--- config.mk ---
export PLATFORM = sky130hd
export DESIGN_NAME = fir_ref
export DESIGN_NICKNAME = d
export VERILOG_FILES = /design/src/rtl/fir_ref.sv
export SDC_FILE = /design/constraint.sdc
export NUM_CORES = 1
export LEC_CHECK = 0
export ABC_AREA = 1
export CAP_MARGIN = 30
export CORE_MARGIN = 1.5
export CORE_UTILIZATION = 30
export CTS_CLUSTER_SIZE = 12
export DETAILED_ROUTE_END_ITERATION = 6
export GPL_TIMING_DRIVEN = 1
export PLACE_DENSITY = 0.5
export SYNTH_ARGS = -nofsm -noshare
export SYNTH_HDL_FRONTEND = slang
export SYNTH_SLANG_ARGS = --single-unit
export TNS_END_PERCENT = 30
--- constraint.sdc ---
create_clock -name clk -period 13.4 [get_ports clk]
set_input_delay 2.01 -clock clk [delete_from_list [all_inputs] [get_ports clk]]
set_output_delay 2.01 -clock clk [all_outputs]
set_load 0.005 [all_outputs]
--- src/rtl/fir_ref.sv ---
// Direct-form FIR filter: one sample per clock, registered output.
// Optional build macro FIR_REF_SAT_EN saturates the output instead of wrapping.
module fir_ref #(
  parameter int DATA_WIDTH  = 16,
  parameter int COEFF_WIDTH = 8,
  parameter int NUM_TAPS    = 4
) (
  input  logic                            clk,
  input  logic                            rst_n,
  input  logic [DATA_WIDTH-1:0]           data_in,
  input  logic [COEFF_WIDTH*NUM_TAPS-1:0] packed_coeff,
  output logic [DATA_WIDTH-1:0]           data_out
);

  localparam int PW = DATA_WIDTH + COEFF_WIDTH;
  localparam int AW = PW + $clog2(NUM_TAPS);

  logic signed [DATA_WIDTH-1:0] taps [NUM_TAPS];
  logic signed [AW-1:0]         acc_d;
  logic [DATA_WIDTH-1:0]        y_d;
  logic [DATA_WIDTH-1:0]        y_q;

  assign taps[0] = $signed(data_in);

  generate
    if (NUM_TAPS > 1) begin : g_delay
      // x_q[i] holds the sample seen i+1 edges ago
      logic signed [DATA_WIDTH-1:0] x_q [NUM_TAPS-1];

      always_ff @(posedge clk or negedge rst_n) begin
        if (!rst_n) begin
          for (int i = 0; i < NUM_TAPS - 1; i++) begin
            x_q[i] <= '0;
          end
        end else begin
          x_q[0] <= $signed(data_in);
          for (int i = 1; i < NUM_TAPS - 1; i++) begin
            x_q[i] <= x_q[i-1];
          end
        end
      end

      for (genvar k = 1; k < NUM_TAPS; k++) begin : g_tap
        assign taps[k] = x_q[k-1];
      end
    end
  endgenerate

  always_comb begin
    acc_d = '0;
    for (int k = 0; k < NUM_TAPS; k++) begin
      acc_d = acc_d + AW'(PW'(taps[k]) *
                          PW'($signed(packed_coeff[k*COEFF_WIDTH +: COEFF_WIDTH])));
    end
  end

`ifdef FIR_REF_SAT_EN
  // Out of range whenever the bits above the output sign bit disagree with it
  always_comb begin
    y_d = acc_d[DATA_WIDTH-1:0];
    if (!acc_d[AW-1] && (|acc_d[AW-2:DATA_WIDTH-1])) begin
      y_d = {1'b0, {(DATA_WIDTH-1){1'b1}}};
    end else if (acc_d[AW-1] && !(&acc_d[AW-2:DATA_WIDTH-1])) begin
      y_d = {1'b1, {(DATA_WIDTH-1){1'b0}}};
    end
  end
`else
  logic unused_acc_hi;
  assign unused_acc_hi = ^acc_d[AW-1:DATA_WIDTH];
  assign y_d = acc_d[DATA_WIDTH-1:0];
`endif

  always_ff @(posedge clk or negedge rst_n) begin
    if (!rst_n) begin
      y_q <= '0;
    end else begin
      y_q <= y_d;
    end
  end

  assign data_out = y_q;

endmodule

==> reports/qor.yml, run 1 <==
status:
  outcome: "completed"
final_layout:
  diodes: 0
  fillCellCount: 5018
  final_nets: 2270
  area_growth_pct: 10.03
  final_layout_size_suffix_gt1_share_pct: 3.032
  final_util_pct: 33.31
  seq_area_sq_um: 1602
  multi_input_area_sq_um: 10150
synthesis:
  ys.flop_type: "dfrtp_1"
  synthTopCellsByArea: "fa_1 44%, inv_1 16%, nand2_1 13%, dfrtp_1 11%, ha_1 8.4%"
  yosys.cell_types.count: 25
  synth-edff-count: 0
  synth_nets: 2263
  synth-seq-cells: 64
  netlist_area_sq_um: 14400
  synth_top_area_share_pct: 43.67
  postSynthCellCount: 1802
  ys_warn_count: 0
  synth_top_area_cell: "fa_1"
  async_reset_ff_share_pct: 100.0
  ys_seq_area_share_pct: 11.13
  syn-mean-instance-area_sq_um: 7.988
critical_path:
  start_kind: "input pin"
  r2r_end: "data_out[15]$_DFF_PN0_"
  cp-endpoint: "data_out[15]$_DFF_PN0_"
  critPathSlowestCell: "clkdlybuf4s50_1"
  max_stage_delay_ns: 0.94
  r2r_setup_slack_ns: 6.67
  worstPathArrival_ns: 9.02
  cp.required_ns: 13.68
  crit_buf_inv: 7
  crit_top_cell: "fa_1"
  cp.depth: 26
  startpoint: "packed_coeff[24]"
  critPathKind: "input pin to flop"
  cp-end-kind: "flop"
  worstReg2RegStart: "g_delay.x_q[6]$_DFF_PN0_"
  critPathTopFamily: "adder cells"
  r2r_cells: 23
  path_max_fanout: 16
clock_tree:
  cts_setup_buffers: 0
  ctsHoldBuffers: 0
  numClockSinks: 64
  clock_path_buffers: 2
  cts_resized: 0
  cts_buffers: 9
  clk_pin_slew_ns: 0.07
  cts-root-buf: "clkbuf_16"
  cts_tree: "built"
  cts-htree-levels: 3
  insertion_delay_ns: 0.38
routing:
  wl_microns: 37770
  drtIter0Drc: 583
  wl_per_cell_microns: 15.55
  drc: 0
  avgViaCountPerCell: 4.280
  vias: 10395
  dr.pass1.iters: 5
  ant_nets: 0
floorplanning:
  die_h_microns: 222.1
  dieArea_sq_um: 49310
  rows: 80
  die-width_microns: 222.1
  initial_utilization_pct: 30.28
  fp.coreArea_sq_um: 47550
  io_pins: 66
min_path:
  whs_path_depth: 0
  hold_start: "g_delay.x_q[31]$_DFF_PN0_"
  hold_class: "flop to flop"
grt:
  grtUsageTotal_pct: 16.60
  grt_pass1_vias: 11285
  grt_max_degree: 52
  antenna_found_initial: 0
  grt_pass1_wl_microns: 62000
  overflow: 0
placed_design:
  portBuffers: 65
  dpl.hpwl_microns: 32690
  place_congestion: 0.8483
sta:
  min_period_over_period_pct: 65.25
  maxSlewHeadroom_pct: 42.24
  slew_violations: 0
  finalSetupViolCount: 0
  tns_ns: 0
  worst_pin_slew_ns: 0.8637
  grt_setup_unrepaired: "no"
  period_minus_slack_ns: 8.744
  fin_skew_ns: 0.01415
  hold_violations: 0
  fmax_mhz: 114.4
flow_run:
  cap_violations: 0
stage by stage:
stage               instances  cell area (sq um)  setup slack [ns]  hold WS [ns]
finish                   2429              15840             4.656        0.4384
global placement         2412              15500             4.247        0.4099
detailed placement       2413              15530             4.250        0.4096
global route             2429              15840             4.282        0.4474
CTS                      2429              15840             4.642        0.4340
floorplan                1802              14400             5.364        0.3519
worst register-to-register path: cells and delay by family (launching register included):
| kind | cells | cell delay (ns) |
|---|---|---|
| compound gates | 3 | 0.72 |
| flops | 1 | 0.61 |
| simple gates | 7 | 0.66 |
| fa+ha+maj | 9 | 4.43 |
| buf+inv | 4 | 0.20 |
state kept, by name, indices dropped and copies added (netlist names):
register	flops
data_out	16
g_delay.x_q	48
cells in the final DEF, fill, tap and decap left out, types with 7 or more instances in the layout:
master	Yosys	layout
inv_1	610	610
nand2_1	508	508
fa_1	314	314
ha_1	97	97
dfrtp_1	64	64
clkdlybuf4s50_1	0	64
nand3_1	41	41
or2_2	22	22
nor2_1	19	19
a21oi_1	11	11
xor2_1	11	11
clkbuf_16	0	9
nand3b_1	8	8
inv_2	7	7
cell families (layout without fill, tap and decap cells):
| kind of cell | count (synthesis) | count (layout) | synth area share, % |
|---|---|---|---|
| xor gates and xnor gates | 16 | 16 | 0.9735 |
| buffers and inverters | 690 | 702 | 18.34 |
| DFF | 64 | 64 | 11.13 |
| AOI/OAI and AO/OA | 14 | 14 | 0.5302 |
| and+or+nand+nor | 607 | 607 | 16.93 |
| adders and majority gates | 411 | 411 | 52.10 |
metal layers:
metal  GRT usage [%]  vias up  share of wire [%]
met1           21.13     5235                 43
met3           2.372       39                3.5
met2           29.20      214                 51
met5               0        -                  0
li1                -     4907                  -
met4           4.706        0                2.3
cell usage after synthesis (all sizes together) (11+ instances only):
cell type,instances
buf,12
nand2,513
ha,97
nor2,20
clkbuf,59
a21oi,11
or2,23
dfrtp,64
fa,314
nand3,41
inv,617
xor2,11
area by class of cell:
| cell class | instances | area share (%) |
|---|---|---|
| clock buffers | 11 | 1.596 |
| clock inverters | 5 | 0.3476 |
| inverters | 619 | 14.67 |
| multi-input cells | 1048 | 64.10 |
| flip-flops and latches | 64 | 10.11 |
| well taps | 615 | 4.858 |
| repair buffers | 67 | 4.313 |
worst min path at each step:
stage                                            to  slack (ns)
after floorplan            g_delay.x_q[0]$_DFF_PN0_        0.35
after global placement    g_delay.x_q[15]$_DFF_PN0_        0.41
after detailed placement  g_delay.x_q[15]$_DFF_PN0_        0.41
after CTS                 g_delay.x_q[15]$_DFF_PN0_        0.43
after global routing      g_delay.x_q[15]$_DFF_PN0_        0.45
final                     g_delay.x_q[15]$_DFF_PN0_        0.44
Power of run 1 is not shown: default switching activity piles up to over one toggle a cycle in this logic, so the estimate is an artifact.
==> inputs of run 2 (changes only) <==
Settings changed: PLACE_DENSITY 0.5 to 0.52.
Clock period 13.4 ns to 7.6 ns, I/O delays scaled along.
==> run 2 against run 1 <==
Routed wire length increased by 1.0%. Non-clock buffer count increased by 103. Setup slack worse by 4.3 ns. Largest cell class unchanged. Sequential share of layout area decreased by 0.60 points. Clock skew grew 0.010 ns. Cell count up 4.2%. First-iteration DRC count shrank 15%. Core utilization up 2.1 points. Critical path depth down 1.
==> reports/qor.yml, run 2 (synthesized netlist as in run 1, its figures left out) <==
status:
  outcome: "completed"  # unchanged
final_layout:
  fin_area_sq_um: 16840  # was 15840 sq um
  area_growth_pct: 16.98  # was 10.03%
  fillCellCount: 4902  # was 5018
  top_register: "g_delay.x_q"  # unchanged
  diodes: 0  # unchanged
  final_layout_size_suffix_gt1_share_pct: 8.607  # was 3.032%
  final_nets: 2373  # was 2270
  layout_common_cells: "609 x inv_1, 507 x nand2_1, 314 x fa_1"  # was 610 x inv_1, 508 x nand2_1, 314 x fa_1
  final_common_cell: "inv_1"  # unchanged
  largest_register_ffs: 48  # unchanged
routing:
  drc: 0  # unchanged
  wl_microns: 38160  # was 37770 microns
  vias: 10827  # was 10395
  dr.pass1.iters: 5  # unchanged
  ant_nets: 0  # unchanged
  drtIter0Drc: 498  # was 583
  wl_per_cell_microns: 15.07  # was 15.55 microns
  avgViaCountPerCell: 4.276  # was 4.280
placed_design:
  place_congestion: 0.8202  # was 0.8483
  portBuffers: 65  # unchanged
  pre_cts_ws_ns: -0.2392  # was 4.250 ns
  dpl.hpwl_microns: 33490  # was 32690 microns
  placed_cell_area_sq_um: 16480  # was 15530 sq um
critical_path:
  cp-end-kind: "flop"  # unchanged
  worstPathArrival_ns: 7.58  # was 9.02 ns
  cp.required_ns: 7.90  # was 13.68 ns
  critPathKind: "input pin to flop"  # unchanged
  start_kind: "input pin"  # unchanged
  path_max_fanout: 8  # was 16
floorplanning:
  io_pins: 66  # unchanged
  dieArea_sq_um: 49310  # unchanged
  fp.coreArea_sq_um: 47550  # unchanged
  die-width_microns: 222.1  # unchanged
  rows: 80  # unchanged
  die_h_microns: 222.1  # unchanged
  initial_utilization_pct: 30.28  # unchanged
clock_tree:
  cts-htree-levels: 3  # unchanged
  cts-root-buf: "clkbuf_16"  # unchanged
  insertion_delay_ns: 0.38  # about the same
  cts_buffers: 9  # unchanged
  clock_path_buffers: 2  # unchanged
  cts_tree: "built"  # unchanged
  clk_pin_slew_ns: 0.07  # about the same
  numClockSinks: 64  # unchanged
sta:
  worst_pin_slew_ns: 0.7110  # was 0.8637 ns
  min_period_over_period_pct: 95.83
  finalSetupViolCount: 0  # unchanged
  period_minus_slack_ns: 7.283
  maxSlewHeadroom_pct: 52.60  # was 42.24%
  slew_violations: 0  # unchanged
  grt_setup_unrepaired: "no"  # unchanged
  fmax_mhz: 137.3
  setup_ws_ns: 0.3169  # was 4.656 ns
  hold_violations: 0  # unchanged
  hold_ws_ns: 0.4011  # was 0.4384 ns
  fin_skew_ns: 0.02438  # was 0.01415 ns
grt:
  grt_pass1_vias: 11902  # was 11285
  grt_pass1_wl_microns: 63090  # was 62000 microns
  grt_max_degree: 49  # was 52
  grtUsageTotal_pct: 16.71  # was 16.60%
  overflow: 0  # unchanged
  antenna_found_initial: 0  # unchanged
flow_run:
  cap_violations: 0  # unchanged
min_path:
  hold_class: "flop to flop"  # unchanged
## run 2: changes by cell type in the layout (fill, tap and decap cells not counted), moves of 3 or more
cell / change
buf_12: +16
buf_4: +86
clkdlybuf4s50_1: -5
a21oi_2: +3
a21oi_1: -3
dlymetal6s2s_1: +5
## run 2: path summary, 6_finish.rpt
| kind | start | end | slack (ns) | cells after the start |
|---|---|---|---|---|
| min in group asynchronous | rst_n | data_out[13]$_DFF_PN0_ | 0.63 | 1 |
| min reg2reg | g_delay.x_q[31]$_DFF_PN0_ | g_delay.x_q[15]$_DFF_PN0_ | 0.40 | 0 |
| max reg2reg | g_delay.x_q[17]$_DFF_PN0_ | data_out[14]$_DFF_PN0_ | 1.11 | 23 |
| max | packed_coeff[23] | data_out[14]$_DFF_PN0_ | 0.32 | 25 |
| min | g_delay.x_q[31]$_DFF_PN0_ | g_delay.x_q[15]$_DFF_PN0_ | 0.40 | 0 |
| max in group asynchronous | rst_n | g_delay.x_q[45]$_DFF_PN0_ | 5.98 | 2 |
## run 2: final cells by class
type                       instances  area [sq um]  area share (%)
multi-input combinational       1048         10180           60.48
clock buffer                       9         225.2           1.337
inverter                         619          2323           13.80
tap                              615         769.5           4.569
timing repair buffer             170          1657           9.837
sequential                        64          1602           9.510
clock inverter                     7         78.83          0.4681
## run 2: through the flow
stage	instances	setup TNS [ns]	util (%)
after global routing	2532	0	35.42
after floorplan	1802	0	-
final	2532	0	35.42
after global placement	2516	-0.4872	34.67
after detailed placement	2516	-0.6786	34.67
after CTS	2532	0	35.31
## run 2: layer usage
metal  vias up  global-route usage (%)  wire, microns
met2       230                   29.59          19500
met5         -                       0              0
met1      5435                   20.80          16190
met4         0                   5.877           1077
li1       5116                       -              -
met3        46                   2.240           1395
## run 2: worst max-delay path: stages
cell             delay, ns
clkdlybuf4s50_1       0.52
inv_2                 0.10
or2_2                 0.30
fa_1                  0.54
inv_1                 0.05
fa_1                  0.47
fa_1                  0.58
fa_1                  0.47
fa_1                  0.60
fa_1                  0.44
fa_1                  0.49
inv_1                 0.05
fa_1                  0.48
inv_1                 0.06
ha_4                  0.28
nand2_1               0.06
or2_0                 0.22
nand3_1               0.12
a21oi_2               0.09
o21bai_2              0.14
nand2_1               0.06
nand2_1               0.06
nand2_1               0.04
nand2_1               0.07
xor2_1                0.15
## run 2: what timing repair did
item,in CTS,in global routing
setup endpoints to repair,0,3
setup buffers,0,0
hold buffers,0,0
resized for setup,0,15
Power of run 2 is left out for the same reason.
==> inputs of run 3 (changes only) <==
Settings changed: REMOVE_ABC_BUFFERS set to 1.
==> run 3 against run 2 <==
Non-clock buffer count fell by 12. Hold slack improved by 0.00056 ns. Count of clock-buffer cells in the layout rose by 1. Critical endpoint is now data_out[15]$_DFF_PN0_.
==> reports/qor.yml, run 3 (synthesized netlist as in run 1, its figures left out) <==
min_path:
  hold_class: "flop to flop"  # unchanged
critical_path:
  cp-end-kind: "flop"  # unchanged
  critPathSlowestCell: "fa_1"  # unchanged
  crit_buf_inv: 6  # was 5
  worstPathArrival_ns: 7.58  # about the same
  crit_top_cell: "fa_1"  # unchanged
  max_stage_delay_ns: 0.57  # was 0.60 ns
  start_kind: "input pin"  # unchanged
  critPathKind: "input pin to flop"  # unchanged
  path_max_fanout: 8  # unchanged
  critPathTopFamily: "adder cells"  # unchanged
  cp.required_ns: 7.87  # was 7.90 ns
routing:
  avgViaCountPerCell: 4.202  # was 4.276
  drc: 0  # unchanged
  drtIter0Drc: 462  # was 498
  ant_nets: 0  # unchanged
  wl_microns: 36870  # was 38160 microns
  wl_per_cell_microns: 14.63  # was 15.07 microns
  dr.pass1.iters: 5  # unchanged
  vias: 10588  # was 10827
grt:
  grt_pass1_vias: 11550  # was 11902
  overflow: 0  # unchanged
  grtUsageTotal_pct: 16.25  # was 16.71%
  antenna_found_initial: 1  # was 0
  grt_pass1_wl_microns: 61640  # was 63090 microns
  grt_max_degree: 57  # was 49
clock_tree:
  ctsHoldBuffers: 0  # unchanged
  clock_path_buffers: 2  # unchanged
  cts_buffers: 9  # unchanged
  cts-htree-levels: 3  # unchanged
  cts_setup_buffers: 0  # unchanged
  insertion_delay_ns: 0.37  # was 0.38 ns
  cts-root-buf: "clkbuf_16"  # unchanged
  cts_tree: "built"  # unchanged
  numClockSinks: 64  # unchanged
  clk_pin_slew_ns: 0.07  # about the same
sta:
  fin_skew_ns: 0.01785  # was 0.02438 ns
  maxSlewHeadroom_pct: 42.45  # was 52.60%
  worst_pin_slew_ns: 0.8632  # was 0.7110 ns
  min_period_over_period_pct: 96.19  # was 95.83%
  slew_violations: 0  # unchanged
  period_minus_slack_ns: 7.310  # was 7.283 ns
  finalSetupViolCount: 0  # unchanged
  fmax_mhz: 136.8  # was 137.3 MHz
  hold_violations: 0  # unchanged
floorplanning:
  die-width_microns: 222.1  # unchanged
  initial_utilization_pct: 30.28  # unchanged
  fp.coreArea_sq_um: 47550  # unchanged
  rows: 80  # unchanged
  die_h_microns: 222.1  # unchanged
  dieArea_sq_um: 49310  # unchanged
  io_pins: 66  # unchanged
final_layout:
  area_growth_pct: 16.44  # was 16.98%
  fillCellCount: 4957  # was 4902
  diodes: 0  # unchanged
  largest_register_ffs: 48  # unchanged
  fin_area_sq_um: 16760  # was 16840 sq um
  layout_common_cells: "608 x inv_1, 508 x nand2_1, 314 x fa_1"  # was 609 x inv_1, 507 x nand2_1, 314 x fa_1
  final_layout_size_suffix_gt1_share_pct: 7.927  # was 8.607%
  final_common_cell: "inv_1"  # unchanged
  final_nets: 2361  # was 2373
  top_register: "g_delay.x_q"  # unchanged
flow_run:
  cap_violations: 0  # unchanged
placed_design:
  place_congestion: 0.8502  # was 0.8202
  portBuffers: 65  # unchanged
  dpl.hpwl_microns: 32240  # was 33490 microns
  placed_cell_area_sq_um: 16410  # was 16480 sq um
status:
  outcome: "completed"  # unchanged
[run 3: changes by cell type in the layout (fill, tap and decap cells not counted), sizes merged]
cell and change:
buf -12, clkdlybuf4s50 +2, dlymetal6s2s -2, inv -2
bufinv +1, clkbuf +1, clkinv +1, clkinvlp -1
[run 3: worst paths after layout]
path	cells past startpoint	endpoint	from	slack [ns]
setup / recovery	25	data_out[15]$_DFF_PN0_	packed_coeff[23]	0.29
hold / removal	0	g_delay.x_q[31]$_DFF_PN0_	g_delay.x_q[47]$_DFF_PN0_	0.40
setup reg to reg	23	data_out[15]$_DFF_PN0_	g_delay.x_q[19]$_DFF_PN0_	1.05
hold reg to reg	0	g_delay.x_q[31]$_DFF_PN0_	g_delay.x_q[47]$_DFF_PN0_	0.40
max in group asynchronous	2	g_delay.x_q[13]$_DFF_PN0_	rst_n	5.89
min in group asynchronous	1	data_out[14]$_DFF_PN0_	rst_n	0.60
[run 3: worst reg2reg max path: stages (launching register included)]
cell and delay [ns]:
dfrtp_1 0.55, or2_2 0.39, fa_1 0.54, inv_1 0.05, fa_1 0.48, fa_1 0.57, fa_1 0.47, fa_1 0.55
fa_1 0.44, fa_1 0.49, inv_1 0.05, fa_1 0.47, inv_1 0.04, ha_1 0.31, a21oi_1 0.15, o21ai_0 0.12
a21oi_2 0.17, o21ai_0 0.14, nand2_1 0.08, nand2_1 0.07, a21oi_2 0.17, inv_1 0.05, nand2_1 0.06, nand2_1 0.04
[run 3: layout make-up]
type | count | area [sq um] | area share, %
inverter | 619 | 2323 | 13.86
timing repair buffer | 158 | 1570 | 9.368
sequential | 64 | 1602 | 9.555
clock buffer | 10 | 239.0 | 1.426
tap | 615 | 769.5 | 4.591
clock inverter | 6 | 92.59 | 0.5524
multi-input combinational | 1048 | 10160 | 60.64
[run 3: per-layer routing]
metal	GRT usage, %	vias up	routed length [microns]
met4	4.706	2	1027
met5	0	-	13
met2	28.42	186	18780
met3	2.584	37	1367
met1	20.65	5263	15680
li1	-	5100	-
[run 3: stage by stage]
stage / hold slack [ns] / util [%] / setup WS (ns) / std cells / setup TNS, ns
after floorplan: 0.3540 / - / 0.7403 / 1731 / 0
after global placement: 0.3939 / 34.51 / -0.2168 / 2504 / -0.3115
after detailed placement: 0.4035 / 34.51 / -0.2388 / 2504 / -0.4263
after CTS: 0.4169 / 35.21 / 0.1591 / 2520 / 0
after global routing: 0.4224 / 35.25 / -0.02538 / 2520 / -0.02538
final: 0.4017 / 35.25 / 0.2898 / 2520 / 0
[run 3: repair_timing]
item	4_1_cts	5_1_grt
endpoints found under the setup margin	0	2
endpoints found under the hold margin	0	0
gates resized for setup	0	9
Power of run 3 is left out for the same reason.
